$ cat src/rtl/cu_pkg.sv
// Shared encodings for the multicycle MIPS-subset control unit: states, opcodes,
// mux selects, the control-word struct and its Moore decoder.
package cu_pkg;

   localparam int unsigned STATE_W = 5;

   localparam logic [31:0] OVF_VECTOR = 32'd254;
   localparam logic [31:0] OPC_VECTOR = 32'd255;

   localparam logic [STATE_W-1:0] S_FETCH0    = 5'd0;
   localparam logic [STATE_W-1:0] S_FETCH1    = 5'd1;
   localparam logic [STATE_W-1:0] S_FETCH2    = 5'd2;
   localparam logic [STATE_W-1:0] S_DECODE    = 5'd3;
   localparam logic [STATE_W-1:0] S_R_EXEC    = 5'd4;
   localparam logic [STATE_W-1:0] S_R_WB      = 5'd5;
   localparam logic [STATE_W-1:0] S_ADDI_EXEC = 5'd6;
   localparam logic [STATE_W-1:0] S_ADDI_WB   = 5'd7;
   localparam logic [STATE_W-1:0] S_MEM_ADDR  = 5'd8;
   localparam logic [STATE_W-1:0] S_LW_RD0    = 5'd9;
   localparam logic [STATE_W-1:0] S_LW_RD1    = 5'd10;
   localparam logic [STATE_W-1:0] S_LW_WB     = 5'd11;
   localparam logic [STATE_W-1:0] S_SW_WR     = 5'd12;
   localparam logic [STATE_W-1:0] S_BRANCH    = 5'd13;
   localparam logic [STATE_W-1:0] S_JUMP      = 5'd14;
   localparam logic [STATE_W-1:0] S_EXC_EPC   = 5'd15;
   localparam logic [STATE_W-1:0] S_EXC_RD0   = 5'd16;
   localparam logic [STATE_W-1:0] S_EXC_RD1   = 5'd17;
   localparam logic [STATE_W-1:0] S_EXC_JMP   = 5'd18;

   localparam logic [5:0] OP_RTYPE = 6'h00;
   localparam logic [5:0] OP_J     = 6'h02;
   localparam logic [5:0] OP_BEQ   = 6'h04;
   localparam logic [5:0] OP_BNE   = 6'h05;
   localparam logic [5:0] OP_ADDI  = 6'h08;
   localparam logic [5:0] OP_LW    = 6'h23;
   localparam logic [5:0] OP_SW    = 6'h2B;

   localparam logic [5:0] FN_ADD = 6'h20;
   localparam logic [5:0] FN_SUB = 6'h22;
   localparam logic [5:0] FN_AND = 6'h24;

   localparam logic [2:0] ALU_ADD = 3'b001;
   localparam logic [2:0] ALU_SUB = 3'b010;
   localparam logic [2:0] ALU_AND = 3'b011;

   localparam logic [2:0] PCSRC_ALURES = 3'b000;
   localparam logic [2:0] PCSRC_ALUOUT = 3'b001;
   localparam logic [2:0] PCSRC_JUMP   = 3'b010;
   localparam logic [2:0] PCSRC_OW     = 3'b011;
   localparam logic [2:0] PCSRC_EPC    = 3'b100;

   localparam logic [2:0] IORD_PC     = 3'b000;
   localparam logic [2:0] IORD_ALUOUT = 3'b001;
   localparam logic [2:0] IORD_VEC    = 3'b100;

   localparam logic [1:0] SRCB_B     = 2'b00;
   localparam logic [1:0] SRCB_4     = 2'b01;
   localparam logic [1:0] SRCB_IMM   = 2'b10;
   localparam logic [1:0] SRCB_IMMSH = 2'b11;

   localparam logic [1:0] DST_RT = 2'b00;
   localparam logic [1:0] DST_RD = 2'b01;

   localparam logic [3:0] M2R_ALUOUT = 4'b0000;
   localparam logic [3:0] M2R_MDR    = 4'b0001;

   localparam logic CAUSE_OPC = 1'b0;
   localparam logic CAUSE_OVF = 1'b1;

   typedef struct packed {
      logic       pc_write;
      logic       pc_write_cond;
      logic       eq_or_ne;
      logic [2:0] pc_src;
      logic [2:0] iord;
      logic       mem_wr;
      logic       wd_src;
      logic       mdr_load;
      logic       ir_write;
      logic       reg_write;
      logic [1:0] reg_dst;
      logic [3:0] mem_to_reg;
      logic       rega_load;
      logic       regb_load;
      logic       alu_src_a;
      logic [1:0] alu_src_b;
      logic [2:0] alu_op;
      logic       aluout_load;
      logic       aluo_src;
      logic       epc_write;
      logic       store;
      logic       two_bytes;
   } ctrl_t;

   // Control word for a state; anything not set stays 0.
   function automatic ctrl_t cu_decode(input logic [STATE_W-1:0] st,
                                       input logic [5:0] opc,
                                       input logic [5:0] fn);
      ctrl_t c;
      c = '0;
      case (st)
         S_FETCH0, S_FETCH1: begin
            c.iord      = IORD_PC;
            c.alu_src_a = 1'b0;
            c.alu_src_b = SRCB_4;
            c.alu_op    = ALU_ADD;
         end
         S_FETCH2: begin
            c.ir_write = 1'b1;
            c.pc_write = 1'b1;
            c.pc_src   = PCSRC_ALURES;
         end
         S_DECODE: begin
            c.rega_load   = 1'b1;
            c.regb_load   = 1'b1;
            c.alu_src_b   = SRCB_IMMSH;
            c.alu_op      = ALU_ADD;
            c.aluout_load = 1'b1;
         end
         S_R_EXEC: begin
            c.alu_src_a   = 1'b1;
            c.alu_src_b   = SRCB_B;
            c.aluout_load = 1'b1;
            case (fn)
               FN_ADD:  c.alu_op = ALU_ADD;
               FN_SUB:  c.alu_op = ALU_SUB;
               FN_AND:  c.alu_op = ALU_AND;
               default: c.alu_op = 3'b000;
            endcase
         end
         S_R_WB: begin
            c.reg_dst    = DST_RD;
            c.mem_to_reg = M2R_ALUOUT;
            c.reg_write  = 1'b1;
         end
         S_ADDI_EXEC, S_MEM_ADDR: begin
            c.alu_src_a   = 1'b1;
            c.alu_src_b   = SRCB_IMM;
            c.alu_op      = ALU_ADD;
            c.aluout_load = 1'b1;
         end
         S_ADDI_WB: begin
            c.reg_dst   = DST_RT;
            c.reg_write = 1'b1;
         end
         S_LW_RD0: c.iord = IORD_ALUOUT;
         S_LW_RD1: begin
            c.iord     = IORD_ALUOUT;
            c.mdr_load = 1'b1;
         end
         S_LW_WB: begin
            c.reg_dst    = DST_RT;
            c.mem_to_reg = M2R_MDR;
            c.reg_write  = 1'b1;
         end
         S_SW_WR: begin
            c.iord   = IORD_ALUOUT;
            c.wd_src = 1'b0;
            c.mem_wr = 1'b1;
         end
         S_BRANCH: begin
            c.alu_src_a     = 1'b1;
            c.alu_src_b     = SRCB_B;
            c.alu_op        = ALU_SUB;
            c.pc_write_cond = 1'b1;
            c.pc_src        = PCSRC_ALUOUT;
            c.eq_or_ne      = opc[0];
         end
         S_JUMP: begin
            c.pc_write = 1'b1;
            c.pc_src   = PCSRC_JUMP;
         end
         S_EXC_EPC: begin
            c.alu_src_a = 1'b0;
            c.alu_src_b = SRCB_4;
            c.alu_op    = ALU_SUB;
            c.epc_write = 1'b1;
         end
         S_EXC_RD0: c.iord = IORD_VEC;
         S_EXC_RD1: begin
            c.iord     = IORD_VEC;
            c.mdr_load = 1'b1;
         end
         S_EXC_JMP: begin
            c.store     = 1'b0;
            c.two_bytes = 1'b0;
            c.pc_src    = PCSRC_OW;
            c.pc_write  = 1'b1;
         end
         default: c = '0;
      endcase
      return c;
   endfunction

endpackage

$ cat src/rtl/control_unit.sv
// Multicycle main control FSM: sequences fetch/decode/execute/memory/writeback
// and the EPC exception path; the control word is registered from the next state.
module control_unit
   import cu_pkg::*;
(
   input  logic       clk,
   input  logic       rst,
   input  logic [5:0] opcode,
   input  logic [5:0] funct,
   input  logic       overflow,
   output logic       PCWrite,
   output logic       PCWriteCond,
   output logic       EQorNE,
   output logic [2:0] PCSrc,
   output logic [2:0] IorD,
   output logic       MemRead_Write,
   output logic       WDSrc,
   output logic       MDR,
   output logic       IRWrite,
   output logic       RegWrite,
   output logic [1:0] RegDst,
   output logic [3:0] MemtoReg,
   output logic       RegALoad,
   output logic       RegBLoad,
   output logic       ALUSrcA,
   output logic [1:0] ALUSrcB,
   output logic [2:0] ALUOp,
   output logic       ALUOutLoad,
   output logic       ALUOSrc,
   output logic       EPCWrite,
   output logic       Store,
   output logic       TwoBytes,
   output logic [4:0] state_o
);

   logic [STATE_W-1:0] state_q, state_d;
   logic               exc_cause_q, exc_cause_d;
   logic               run_q;
   ctrl_t              ctrl_q, ctrl_d;

   // run_q holds FETCH0 for one cycle after reset so its control word can be loaded.
   always_ff @(posedge clk) begin
      if (!rst) begin
         state_q     <= S_FETCH0;
         exc_cause_q <= CAUSE_OPC;
         run_q       <= 1'b0;
         ctrl_q      <= '0;
      end else begin
         state_q     <= state_d;
         exc_cause_q <= exc_cause_d;
         run_q       <= 1'b1;
         ctrl_q      <= ctrl_d;
      end
   end

   always_comb begin
      state_d     = state_q;
      exc_cause_d = exc_cause_q;
      if (!run_q) begin
         state_d = S_FETCH0;
      end else begin
         case (state_q)
            S_FETCH0: state_d = S_FETCH1;
            S_FETCH1: state_d = S_FETCH2;
            S_FETCH2: state_d = S_DECODE;
            S_DECODE: begin
               case (opcode)
                  OP_RTYPE: begin
                     if (funct == FN_ADD || funct == FN_SUB || funct == FN_AND) begin
                        state_d = S_R_EXEC;
                     end else begin
                        state_d     = S_EXC_EPC;
                        exc_cause_d = CAUSE_OPC;
                     end
                  end
                  OP_ADDI:        state_d = S_ADDI_EXEC;
                  OP_LW, OP_SW:   state_d = S_MEM_ADDR;
                  OP_BEQ, OP_BNE: state_d = S_BRANCH;
                  OP_J:           state_d = S_JUMP;
                  default: begin
                     state_d     = S_EXC_EPC;
                     exc_cause_d = CAUSE_OPC;
                  end
               endcase
            end
            S_R_EXEC: begin
               if (overflow && funct != FN_AND) begin
                  state_d     = S_EXC_EPC;
                  exc_cause_d = CAUSE_OVF;
               end else begin
                  state_d = S_R_WB;
               end
            end
            S_ADDI_EXEC: begin
               if (overflow) begin
                  state_d     = S_EXC_EPC;
                  exc_cause_d = CAUSE_OVF;
               end else begin
                  state_d = S_ADDI_WB;
               end
            end
            S_MEM_ADDR: state_d = (opcode == OP_LW) ? S_LW_RD0 : S_SW_WR;
            S_LW_RD0:   state_d = S_LW_RD1;
            S_LW_RD1:   state_d = S_LW_WB;
            S_EXC_EPC:  state_d = S_EXC_RD0;
            S_EXC_RD0:  state_d = S_EXC_RD1;
            S_EXC_RD1:  state_d = S_EXC_JMP;
            default:    state_d = S_FETCH0;
         endcase
      end
      ctrl_d = cu_decode(state_d, opcode, funct);
   end

   assign PCWrite       = ctrl_q.pc_write;
   assign PCWriteCond   = ctrl_q.pc_write_cond;
   assign EQorNE        = ctrl_q.eq_or_ne;
   assign PCSrc         = ctrl_q.pc_src;
   assign IorD          = ctrl_q.iord;
   assign MemRead_Write = ctrl_q.mem_wr;
   assign WDSrc         = ctrl_q.wd_src;
   assign MDR           = ctrl_q.mdr_load;
   assign IRWrite       = ctrl_q.ir_write;
   assign RegWrite      = ctrl_q.reg_write;
   assign RegDst        = ctrl_q.reg_dst;
   assign MemtoReg      = ctrl_q.mem_to_reg;
   assign RegALoad      = ctrl_q.rega_load;
   assign RegBLoad      = ctrl_q.regb_load;
   assign ALUSrcA       = ctrl_q.alu_src_a;
   assign ALUSrcB       = ctrl_q.alu_src_b;
   assign ALUOp         = ctrl_q.alu_op;
   assign ALUOutLoad    = ctrl_q.aluout_load;
   assign ALUOSrc       = ctrl_q.aluo_src;
   assign EPCWrite      = ctrl_q.epc_write;
   assign Store         = ctrl_q.store;
   assign TwoBytes      = ctrl_q.two_bytes;
   assign state_o       = state_q;

endmodule

$ cat config.mk
export PLATFORM = sky130hd
export DESIGN_NAME = control_unit
export DESIGN_NICKNAME = d
export VERILOG_FILES = /design/src/rtl/cu_pkg.sv /design/src/rtl/control_unit.sv
export SDC_FILE = /design/constraint.sdc
export NUM_CORES = 1
export LEC_CHECK = 0
export ABC_AREA = 1
export CORE_MARGIN = 2
export CORE_UTILIZATION = 45
export DETAILED_ROUTE_END_ITERATION = 10
export PLACE_DENSITY = 0.9
export SLEW_MARGIN = 10
export SYNTH_ARGS = -nofsm -noshare
export SYNTH_HDL_FRONTEND = slang
export SYNTH_SLANG_ARGS = --single-unit
$ cat constraint.sdc
create_clock -name clk -period 3.3 [get_ports clk]
set_clock_uncertainty 0.15 [all_clocks]
set_input_delay 0.33 -clock clk [delete_from_list [all_inputs] [get_ports clk]]
set_output_delay 0.33 -clock clk [all_outputs]
set_load 0.1 [all_outputs]
==> impl_summary.md, run 1 <==
Logic synthesis
The flip-flop cell with the highest count after synthesis is sky130_fd_sc_hd__dfxtp_1. The top cell type by total area after synthesis is sky130_fd_sc_hd__dfxtp_1. The netlist uses 27 different library cells. The portion of the post-synthesis area used by sequential elements is 37.2%.

By area the synthesized netlist is led by sky130_fd_sc_hd__dfxtp_1, sky130_fd_sc_hd__nand2_1, sky130_fd_sc_hd__nor2_1. The instance count of the mapped netlist is 205. The number of flip-flops and latches in the synthesized netlist is 27. The number of flops mapped to enable cells by yosys is 0. The number of warnings issued by yosys is 0. The share of synthesized area in the top cell type comes to 37.2%. The post-synthesis area per instance is 7.09 um^2. In this run the cell area of the synthesized design comes to 1450 um^2. The async set or reset register ratio after synthesis is 0%.

Floorplan
The width of the die is 60.8 um. During I/O placement, the number of pins put on the boundary was 53. The die footprint is 3700 um^2. The number of cell rows is 20. From bottom edge to top edge, the die measures ~61 um. For this configuration, the core starts out at a cell density of between 40 and 50%.

The core box area is slightly above 3000 um^2.

Worst setup path
The library cell contributing the largest single delay on the critical path is sky130_fd_sc_hd__clkdlybuf4s50_1. Together, buffers and inverters on the worst path number 1. The setup slack of the worst register-to-register path is 1.13 ns. The maximum net fanout on the critical path is 5. On the worst path, the slowest cell contributes a delay of approximately 1.2 ns. The data arrival at the endpoint of the critical path is around 1.9 ns.

Walking the worst path, the cells encountered are clkdlybuf4s50_1. The kind of cell with the highest combined delay on the critical path is buffers and inverters. The type of the worst setup path is reg2out. The nature of the critical path endpoint is an output pin. At the worst endpoint, the required time is approximately 2.8 ns. The startpoint type of the worst setup path is a flip-flop.

Timing
Across all setup checks in the final design, the least slack found is 0.877 ns. Setup violations remaining at the end of the flow were counted as 0. Headroom to the max-slew limit came out at 34.0%. The final number of hold-violating endpoints is 0.

The highest attainable clock frequency is 0.413 GHz. For the pin with the worst max-slew slack, the measured transition is about 0.99 ns. The number of pins with negative max-slew slack in the final report is 0. The final critical path time including I/O delays and setup is 2.42 ns. Setup repair after global routing left no endpoint under its margin.

The tightest hold path in the finished design has a slack of 0.507 ns. After layout, the worst path uses 73.4% of the clock period. The total negative slack for setup checks is 0 ns.

Clock tree
Counting the buffers created by CTS gives 3. The post-cts repair resize count is 0. The clock-pin slew of the registers on the worst-case setup and hold paths is 0.13 ns. The count of hold-fix buffers inserted at cts is 0. Clock tree synthesis selected as its root buffer the cell sky130_fd_sc_hd__clkbuf_4. The number of post-CTS setup repair buffers is 0. TritonCTS built the clock tree. The H-tree level count is 1. In this run the deepest clock path goes through 2 buffers.

The later pin in the worst-skew pair is clocked with a latency of 0.31 ns. The number of clock sinks is 27.

Route
Using the TritonRoute via totals, the vias-per-cell ratio works out to 4.83. The highest layer touched by signal routing is met4. After detailed routing, the number of remaining DRC violations is 0. In the detailed route, the total length drawn on met3 is 153 um. After detailed routing, the average wire length per cell comes to around 10 um. The total number of vias is about 1,400. The first detailed-routing pass took 4 iterations. The length of routed met2 wiring is 1440 um. The detailed router put a total of 1340 um of wire on met1.

The overall routed net length is 2980 um. The number of DRC violations after detailed-routing iteration 0 is 83. The remaining number of nets flagged by the antenna check after routing is 0.

Placed design
The minimum setup slack after placement is a little under 0.8 ns. The number of buffers inserted by port buffering is 41. The final weighted congestion in routability-driven placement is 0.902. The placed wire-length estimate is roughly 2400 um.

Final layout
The repair_antennas step left the layout with diodes totalling 0. The fraction of final layout cells with drive strength greater than 1 is 12.2%. The layout has about 290 filler cells.

The area growth from synthesis to layout is 28.9%. The final layout contains ~260 nets.

Run
Max-cap violations in this run came to 0.

Outcome
The flow ran to the end, and the final reports show no timing, DRC or antenna violations.

Pwr
The worst-case IR drop observed on VDD is about 0.27 mV. Power spread over the standard cell area amounts to 343 nW/um^2. For this design the static power due to leakage is 0.860 nW.

Hold path
The tightest min-delay check is of the reg2reg type.

Global route
The total overflow left after global routing is 0. For this run, the total global-route usage over all layers was measured as 17.3%. Entering global routing, the biggest net connects 16 pins. The initial antenna violation count is 0. The number of global-route vias before repair is between 1,000 and 1,500. The first global-routing pass estimated 4950 um of wire.
## final cells by class
cell class	count	area [um^2]	share of cell area (%)
inverter	27	101	5.41
timing repair buffer	41	405	21.6
clock inverter	1	5.00	0.267
sequential	27	541	28.8
clock buffer	3	22.5	1.20
tap	44	55.1	2.94
multi-input combinational	147	744	39.7
## worst paths after layout
| path | from | endpoint | cells past startpoint |
|---|---|---|---|
| worst max-delay path | state_o[0]$_SDFF_PN0_ | state_o[0] | 1 |
| worst min-delay path | run_q$_DFF_P_ | state_o[2]$_SDFF_PN0_ | 2 |
| worst max register to register | state_o[1]$_SDFF_PN0_ | EQorNE$_SDFF_PN0_ | 11 |
| worst min register to register | run_q$_DFF_P_ | state_o[2]$_SDFF_PN0_ | 2 |
## synth_stat cells, types with 3 or more instances
cell                      count
sky130_fd_sc_hd__nand2_1     36
sky130_fd_sc_hd__nor2_1      31
sky130_fd_sc_hd__dfxtp_1     27
sky130_fd_sc_hd__inv_1       26
sky130_fd_sc_hd__nand3_1     18
sky130_fd_sc_hd__buf_4       12
sky130_fd_sc_hd__nand4_1     10
sky130_fd_sc_hd__nor2_2       9
sky130_fd_sc_hd__nand2_2      4
sky130_fd_sc_hd__o21ai_0      4
sky130_fd_sc_hd__a21oi_1      3
sky130_fd_sc_hd__nand3_2      3
sky130_fd_sc_hd__nor2_4       3
## cells in the final DEF, fill, tap and decap left out
cell	count
sky130_fd_sc_hd__nand2_1	36
sky130_fd_sc_hd__nand4_1	10
sky130_fd_sc_hd__o21ai_1	2
sky130_fd_sc_hd__nor2_4	3
sky130_fd_sc_hd__nor2_2	9
sky130_fd_sc_hd__nor3_4	1
sky130_fd_sc_hd__o21ai_0	4
sky130_fd_sc_hd__nand2_4	2
sky130_fd_sc_hd__a21oi_2	1
sky130_fd_sc_hd__clkbuf_4	3
sky130_fd_sc_hd__inv_1	26
sky130_fd_sc_hd__a21oi_1	3
sky130_fd_sc_hd__nand3_1	18
sky130_fd_sc_hd__conb_1	11
sky130_fd_sc_hd__o32ai_1	1
sky130_fd_sc_hd__o21a_1	1
sky130_fd_sc_hd__nor2_1	31
sky130_fd_sc_hd__clkinv_2	1
sky130_fd_sc_hd__buf_4	2
sky130_fd_sc_hd__clkdlybuf4s50_1	39
sky130_fd_sc_hd__nand3_2	3
sky130_fd_sc_hd__nand2_2	4
sky130_fd_sc_hd__inv_2	1
sky130_fd_sc_hd__dfxtp_1	27
sky130_fd_sc_hd__a31oi_1	2
sky130_fd_sc_hd__a211oi_1	1
sky130_fd_sc_hd__nor3_1	2
sky130_fd_sc_hd__nand3b_1	2
## cells by family after synthesis
group | synth area share (%)
DFF | 37.2
other | 0.258
buffers and inverters | 14.2
and+or+nand+nor | 42.2
AOI/OAI and AO/OA | 6.20
## flip-flops by register name, summed over array words and instances (netlist names), 2 cells and up
| name | count |
|---|---|
| state_o | 5 |
| ALUOp | 2 |
| ALUSrcB | 2 |
| IorD | 2 |
| PCSrc | 2 |
## metal layers
layer	track usage [%]	up-vias
met5	0	-
met4	3.42	0
met3	3.41	4
met2	29.2	49
met1	23.2	632
li1	-	717
## where the power goes
group          switching, W  internal (W)
sequential       0.00000531      0.000332
combinational      0.000136     0.0000374
clock             0.0000880     0.0000453
total              0.000229      0.000414
## metrics by stage
stage / total power, W / area, um^2 / utilization (%) / instances
CTS: 0.000649 / 1870 / 61.4 / 290
floorplan: 0.000491 / 1490 / - / 215
global placement: 0.000515 / 1850 / 60.5 / 286
detailed placement: 0.000517 / 1850 / 60.5 / 286
global route: 0.000670 / 1870 / 61.4 / 290
finish: 0.000644 / 1870 / 61.4 / 290
Note: power is estimated with default switching activity, not from simulation.
==> run 2, diff against run 1 <==
--- a/config.mk
+++ b/config.mk
@@ -7,9 +7,9 @@
 export LEC_CHECK = 0
 export ABC_AREA = 1
 export CORE_MARGIN = 2
-export CORE_UTILIZATION = 45
+export CORE_UTILIZATION = 40
 export DETAILED_ROUTE_END_ITERATION = 10
-export PLACE_DENSITY = 0.9
+export PLACE_DENSITY = 0.85
 export SLEW_MARGIN = 10
 export SYNTH_ARGS = -nofsm -noshare
 export SYNTH_HDL_FRONTEND = slang
==> constraint.sdc (replaced) <==
create_clock -name clk -period 2 [get_ports clk]
set_clock_uncertainty 0.15 [all_clocks]
set_input_delay 0.2 -clock clk [delete_from_list [all_inputs] [get_ports clk]]
set_output_delay 0.2 -clock clk [all_outputs]
set_load 0.1 [all_outputs]
==> run 2 against run 1 <==
The run now ends with setup timing left; cell count is 10% higher; utilization is 2.9 points higher; combinational power is 97% higher; non-clock buffer count is 28 higher; worst setup slack worse by 0.93 ns; via count is 8.7% higher; highest routed layer unchanged.
==> impl_summary.md, run 2 (synthesized netlist as in run 1, its figures left out) <==
Worst setup path
Setup slack on the worst reg-to-reg path comes out at 0.04 ns. The largest incremental delay on the critical path is 0.43 ns. The data arrival at the endpoint of the critical path is 2.14 ns. The reg-to-reg critical path startpoint is state_o[3]$_SDFF_PN0_.

The number of buffers and inverters on the critical path is 3. The setup path with the least slack is of type in2reg. Walking the worst path, the cells encountered are clkdlybuf4s50_1, nor2_2, nand2_1, nor2_2, nand3_2, buf_4, nand3_1, nand2_1, a21oi_2, nand2_2, nor2_4, inv_1, nor3_2. The startpoint type of the worst setup path is a primary input. The critical path startpoint is opcode[2].

In this design, the largest share of critical-path delay is due to simple AND/OR/NAND/NOR gates. STA classifies the critical path endpoint as a flip-flop. Along the worst path, the maximum fanout reaches 3. At the worst endpoint, the required time is roughly 2.1 ns.

The library cell contributing the largest single delay on the critical path is sky130_fd_sc_hd__clkdlybuf4s50_1.

Pwr
Power spread over the standard cell area amounts to 507 nW/um^2. The analysis attributes to cell leakage a power of between 1 and 1.5 nW. The total power consumption of the routed design is 0.00111 W.

The largest voltage drop on the vdd net is 0.394 mV.

Clock tree
After clock tree synthesis, the clock-pin slew on the worst setup and hold paths is 0.13 ns. In this run the number of H-tree levels came out at 1. For the worst-skew pair, the clock arrives at the later sink with an insertion delay of 0.31 ns.

The tree built by TritonCTS fans out to 27 sinks. Buffers inserted during clock tree synthesis total 3. The maximum clock insertion buffer count is 2. The cell chosen for the clock root is sky130_fd_sc_hd__clkbuf_4. The TritonCTS clock tree is done.

Route
The final routed wire length divided by cell count is 11.9 um. The first-pass detailed-route iteration total is 4. The number of DRC violations after detailed-routing iteration 0 is 63.

The overall routed net length is around 3800 um. The total number of vias is 1,524. Once detail routing completed, the nets flagged for antenna violations numbered 0. For this run, design rule violations remaining after detail routing come to 0.

After detailed routing, the number of vias per cell comes to 4.76.

Run
The max-cap violation count is 0.

Global route
The total overflow left after global routing is 0. The pin count of the biggest net entering global routing is 15. The global-route total usage across every layer is 16.1%.

The number of global-route vias before repair is about 1,300. The initial antenna violation count is 0. The wire length of the first global-routing pass is between 5000 and 6000 um.

Final layout
The flip-flop count of the largest register, all copies and words added is 5. Leaving out fill and tap cells, the most frequent cell in the layout is sky130_fd_sc_hd__buf_4. For this run, the number of standard cells in the final layout without fillers is 320.

The final cell area excluding filler cells is 2200 um^2. In the final layout, the share of cells above drive strength 1 is 42.0%. The share of the core filled with cells is ~64%. The number of diodes added for antenna fixing is 0. At the end of the flow, the number of nets in the layout was between 200 and 300. Leaving out fill and tap cells, the most frequent cells in the layout are sky130_fd_sc_hd__buf_4, sky130_fd_sc_hd__nand2_1, sky130_fd_sc_hd__inv_1, sky130_fd_sc_hd__dfxtp_1, sky130_fd_sc_hd__nor2_1.

The post-synthesis to final-layout area growth is 51.0%.

Placed design
The HPWL after detailed placement is roughly 2600 um. Input and output buffers added on the ports amount to 41. Once placement completed, the tool counted placed cells totaling 305. The minimum setup slack after placement is -0.408 ns. The standard cell area after detailed placement is between 1500 and 2000 um^2. The final weighted congestion in routability-driven placement is 0.829.

Timing
The final number of hold-violating endpoints is 0. Setup violations remaining at the end of the flow were counted as 2. Setup repair after global routing could not meet its margin everywhere. For the finished layout, the period the worst path requires is 2.05 ns. The number of pins with negative max-slew slack in the final report is 0. The highest attainable clock frequency is 0.488 GHz. The part of the cycle the worst path needs is 102%. Setup slack on the critical path of the routed design comes to -0.0479 ns.

Floorplan
The overall die height is 64.3 um. During I/O placement, the number of pins put on the boundary was 53. The floorplan step set the die width to 64.3 um. Row generation in the floorplan step produced 21 rows. The starting utilization of the core area is 42.6%. The die footprint is slightly above 4000 um^2. In this run the standard cell core region covers 3420 um^2.

Outcome
The checks that failed: setup timing. The flow ran to the end, but the final reports show violations.

Hold path
The startpoint identified for the worst hold timing path is rst. The tightest min-delay check is of the in2reg type.
[run 2: through the flow]
stage / TNS [ns] / hold slack [ns]
floorplan: 0 / 0.0777
global placement: -3.67 / 0.546
detailed placement: -4.92 / 0.546
CTS: 0 / 0.372
global route: -0.628 / 0.370
finish: -0.0585 / 0.377
[run 2: metal layers]
metal	share of wire, %	global-route usage [%]	up-vias
met3	5.0	3.70	4
met4	1.3	2.66	0
li1	-	-	780
met5	0	0	-
met2	52	29.0	47
met1	42	19.8	693
[run 2: final timing paths]
check	to	cells after the start
max	IRWrite$_SDFF_PN0_	13
min	run_q$_DFF_P_	2
max reg2reg	IRWrite$_SDFF_PN0_	10
min reg2reg	state_o[0]$_SDFF_PN0_	3
[run 2: layout make-up]
type                    instances  area, um^2
fillers                       275        1220
multi-input cells             147         881
well taps                      46        57.6
repair buffers                 69         566
clock buffers                   4        26.3
inverters                      27         106
flip-flops and latches         27         559
[run 2: power breakdown]
part           switching, W  leakage, nW  internal [W]  total (W)
logic              0.000246        0.855     0.0000953   0.000341
registers        0.00000996        0.223      0.000542   0.000552
clock network      0.000142       0.0150     0.0000781   0.000220
total              0.000398         1.09      0.000716    0.00111
[run 2: what timing repair did]
item,4_1_cts,5_1_grt
pin swaps,0,20
hold endpoints to repair,0,0
endpoints found under the setup margin,1,19
hold buffers,0,0
setup buffers,2,9
cloned,0,0
gates resized for setup,1,45
[run 2: worst reg2reg max path: stages, from the launching register on]
cell	delay, ns
sky130_fd_sc_hd__dfxtp_4	0.40
sky130_fd_sc_hd__nor2_4	0.14
sky130_fd_sc_hd__inv_4	0.06
sky130_fd_sc_hd__nor3_4	0.22
sky130_fd_sc_hd__buf_6	0.15
sky130_fd_sc_hd__nand2_1	0.09
sky130_fd_sc_hd__a21oi_2	0.20
sky130_fd_sc_hd__nand2_2	0.11
sky130_fd_sc_hd__nor2_4	0.14
sky130_fd_sc_hd__inv_1	0.09
sky130_fd_sc_hd__nor3_2	0.15
==> edit: new RTL, flow settings as in run 2 <==
Add an input register stage for `opcode`, `funct` and `overflow`, with the module's reset; this delays them by one clock.
--- a/src/rtl/control_unit.sv
+++ b/src/rtl/control_unit.sv
@@ -34,4 +34,20 @@
 );
 
+   logic [5:0] opcode_q;
+   logic [5:0] funct_q;
+   logic overflow_q;
+
+   always_ff @(posedge clk) begin
+      if (!rst) begin
+         opcode_q   <= '0;
+         funct_q    <= '0;
+         overflow_q <= '0;
+      end else begin
+         opcode_q   <= opcode;
+         funct_q    <= funct;
+         overflow_q <= overflow;
+      end
+   end
+
    logic [STATE_W-1:0] state_q, state_d;
    logic               exc_cause_q, exc_cause_d;
@@ -65,7 +81,7 @@
             S_FETCH2: state_d = S_DECODE;
             S_DECODE: begin
-               case (opcode)
+               case (opcode_q)
                   OP_RTYPE: begin
-                     if (funct == FN_ADD || funct == FN_SUB || funct == FN_AND) begin
+                     if (funct_q == FN_ADD || funct_q == FN_SUB || funct_q == FN_AND) begin
                         state_d = S_R_EXEC;
                      end else begin
@@ -85,5 +101,5 @@
             end
             S_R_EXEC: begin
-               if (overflow && funct != FN_AND) begin
+               if (overflow_q && funct_q != FN_AND) begin
                   state_d     = S_EXC_EPC;
                   exc_cause_d = CAUSE_OVF;
@@ -93,5 +109,5 @@
             end
             S_ADDI_EXEC: begin
-               if (overflow) begin
+               if (overflow_q) begin
                   state_d     = S_EXC_EPC;
                   exc_cause_d = CAUSE_OVF;
@@ -100,5 +116,5 @@
                end
             end
-            S_MEM_ADDR: state_d = (opcode == OP_LW) ? S_LW_RD0 : S_SW_WR;
+            S_MEM_ADDR: state_d = (opcode_q == OP_LW) ? S_LW_RD0 : S_SW_WR;
             S_LW_RD0:   state_d = S_LW_RD1;
             S_LW_RD1:   state_d = S_LW_WB;
@@ -109,5 +125,5 @@
          endcase
       end
-      ctrl_d = cu_decode(state_d, opcode, funct);
+      ctrl_d = cu_decode(state_d, opcode_q, funct_q);
    end
 
Formal check against the unedited RTL: not equivalent (Yosys sat finds a counterexample within 10 cycles, from zero or initial values and one cycle with rst low).
==> edit against run 2 <==
  * Synthesized area rose by 20%
  * Routed wire length rose by 4.8%
  * Worst setup slack improved by 0.11 ns
  * Total power rose by 49%
  * Hold slack got worse by 0.10 ns
  * Sequential cell count rose by 13
  * Register-to-register slack improved by 0.02 ns
  * Final area rose by 6.0%
  * Largest power group unchanged
==> edit: results (changes against run 2) <==
[run_status]
status = finished clean

[routing]
drc = 0  ; unchanged
drtAntennaViolNets = 0  ; unchanged
firstDrtPassIters = 4  ; unchanged
wl_per_cell_um = 11.9  ; +0.44%
vias_per_cell = 4.78  ; +0.27%
first_iter_violations = 160  ; +150%
vias = 1595  ; +4.7%

[power]
irDropWorstVdd_v = 0.000441  ; +12%
p_leak_nw = 1.18  ; +8.1%

[global_route]
grt_first_pass_wirelength_mm = 6.11  ; +13%
globalRouteMet3Util_pct = 5.05  ; +1.4 points
grt_usage_pct = 15.5  ; -0.60 points
grt_max_degree = 21  ; +6
globalRouteMet2Util_pct = 25.2  ; -3.9 points
grt_pass1_vias = 1442  ; +9.7%
antenna_found_initial = 0  ; unchanged
met1_usage_pct = 17.6  ; -2.2 points

[synth]
synth_area_leaders = dfxtp_1, nand2_1, inv_1
async_reset_ff_share_pct = 0  ; unchanged
synth_cells = 236  ; +15%
ys_types = 25  ; -7.4%
yosys_warnings = 0  ; unchanged
yosys-top-cells-count = nand2_1, dfxtp_1, inv_1
synth-seq-area-share_pct = 46.0  ; +8.8 points

[placement]
gp_congestion = 0.891  ; +7.4%
hpwl_mm = 2.73  ; +2.9%
pre_cts_slack_ns = 0.0999  ; +0.508 ns
place_inst = 322  ; +5.6%
portBuffers = 41  ; unchanged

[layout]
diodes = 0  ; unchanged
drive_gt1_share_pct = 30.6  ; -11 points
final_nets = 298  ; +2.8%
fillers = 398  ; +45%

[worst_setup_path]
arrival_ns = 1.96  ; -0.18 ns
startpoint = opcode_q[1]
path_class = register to register
path_max_fanout = 5  ; +2

[cts]
clk_pin_slew_ns = 0.07  ; -0.06 ns
root_buffer = clkbuf_8
h-tree-depth = 2  ; +1
clockBufferDepth = 2  ; unchanged
clk_latency_ns = 0.29  ; -0.02 ns
cts_buffers = 5  ; +2

[worst_hold_path]
worstHoldStart = opcode[1]
hold_path_class = input pin to register

[timing]
worstMarginPinSlew_ns = 0.638

[edit: stage by stage]
stage / area, µm² / utilization (%) / power, W / TNS, ns
after floorplan: 1790 / - / 0.00109 / -0.0165
after global placement: 2100 / 51.3 / 0.00112 / 0
after detailed placement: 2100 / 51.3 / 0.00113 / 0
after CTS: 2180 / 53.4 / 0.00165 / 0
after global routing: 2330 / 57.0 / 0.00172 / -0.658
final: 2330 / 57.0 / 0.00166 / 0
[edit: logic make-up after synthesis]
family,count (synthesis),synth area share (%)
compound gates,17,5.10
other cells,1,0.215
flops,40,46.0
buf+inv,55,14.6
simple gates,123,34.1
[edit: repair_timing]
action,in CTS,in global routing
buffers inserted,0,4
setup endpoints to repair,0,20
resized for setup,0,31
[edit: worst max-delay path: stages, from the launching register on]
cell and delay [ns]:
dfxtp_2 0.34, nor2_1 0.17, nand3_1 0.14, nand4_1 0.14, nand3_1 0.10, nand2_1 0.07
nand2_1 0.12, inv_1 0.13, nand3_4 0.11, nand2_2 0.13, nand3_1 0.07, nor2_1 0.10
nor2_1 0.05
[edit: path summary, 6_finish.rpt]
| check | end | slack, ns | cells after the start |
|---|---|---|---|
| setup / recovery | ALUOp[0] | 0.06 | 12 |
| hold / removal | opcode_q[1] | 0.27 | 3 |
| setup reg to reg | ALUOp[0] | 0.06 | 12 |
| hold reg to reg | EQorNE | 0.38 | 2 |
[edit: report_power, final]
group          leakage (nW)  internal [W]  switching (W)  total [W]
Sequential            0.332      0.000817      0.0000213   0.000838
Clock                0.0424      0.000249       0.000274   0.000523
Combinational         0.807     0.0000673       0.000229   0.000296
[edit: layer usage]
layer,up-vias,share of wire (%)
li1,806,-
met1,706,39
met2,67,51
met3,16,6.5
met4,0,3.8
met5,-,0
[edit: cell type report]
cell class	count	area share, %
Sequential cell	40	35.2
Timing Repair Buffer	46	16.3
Tap cell	50	2.69
Multi-Input combinational cell	151	35.8
Inverter	39	6.29
Clock inverter	1	0.376
Clock buffer	7	3.28
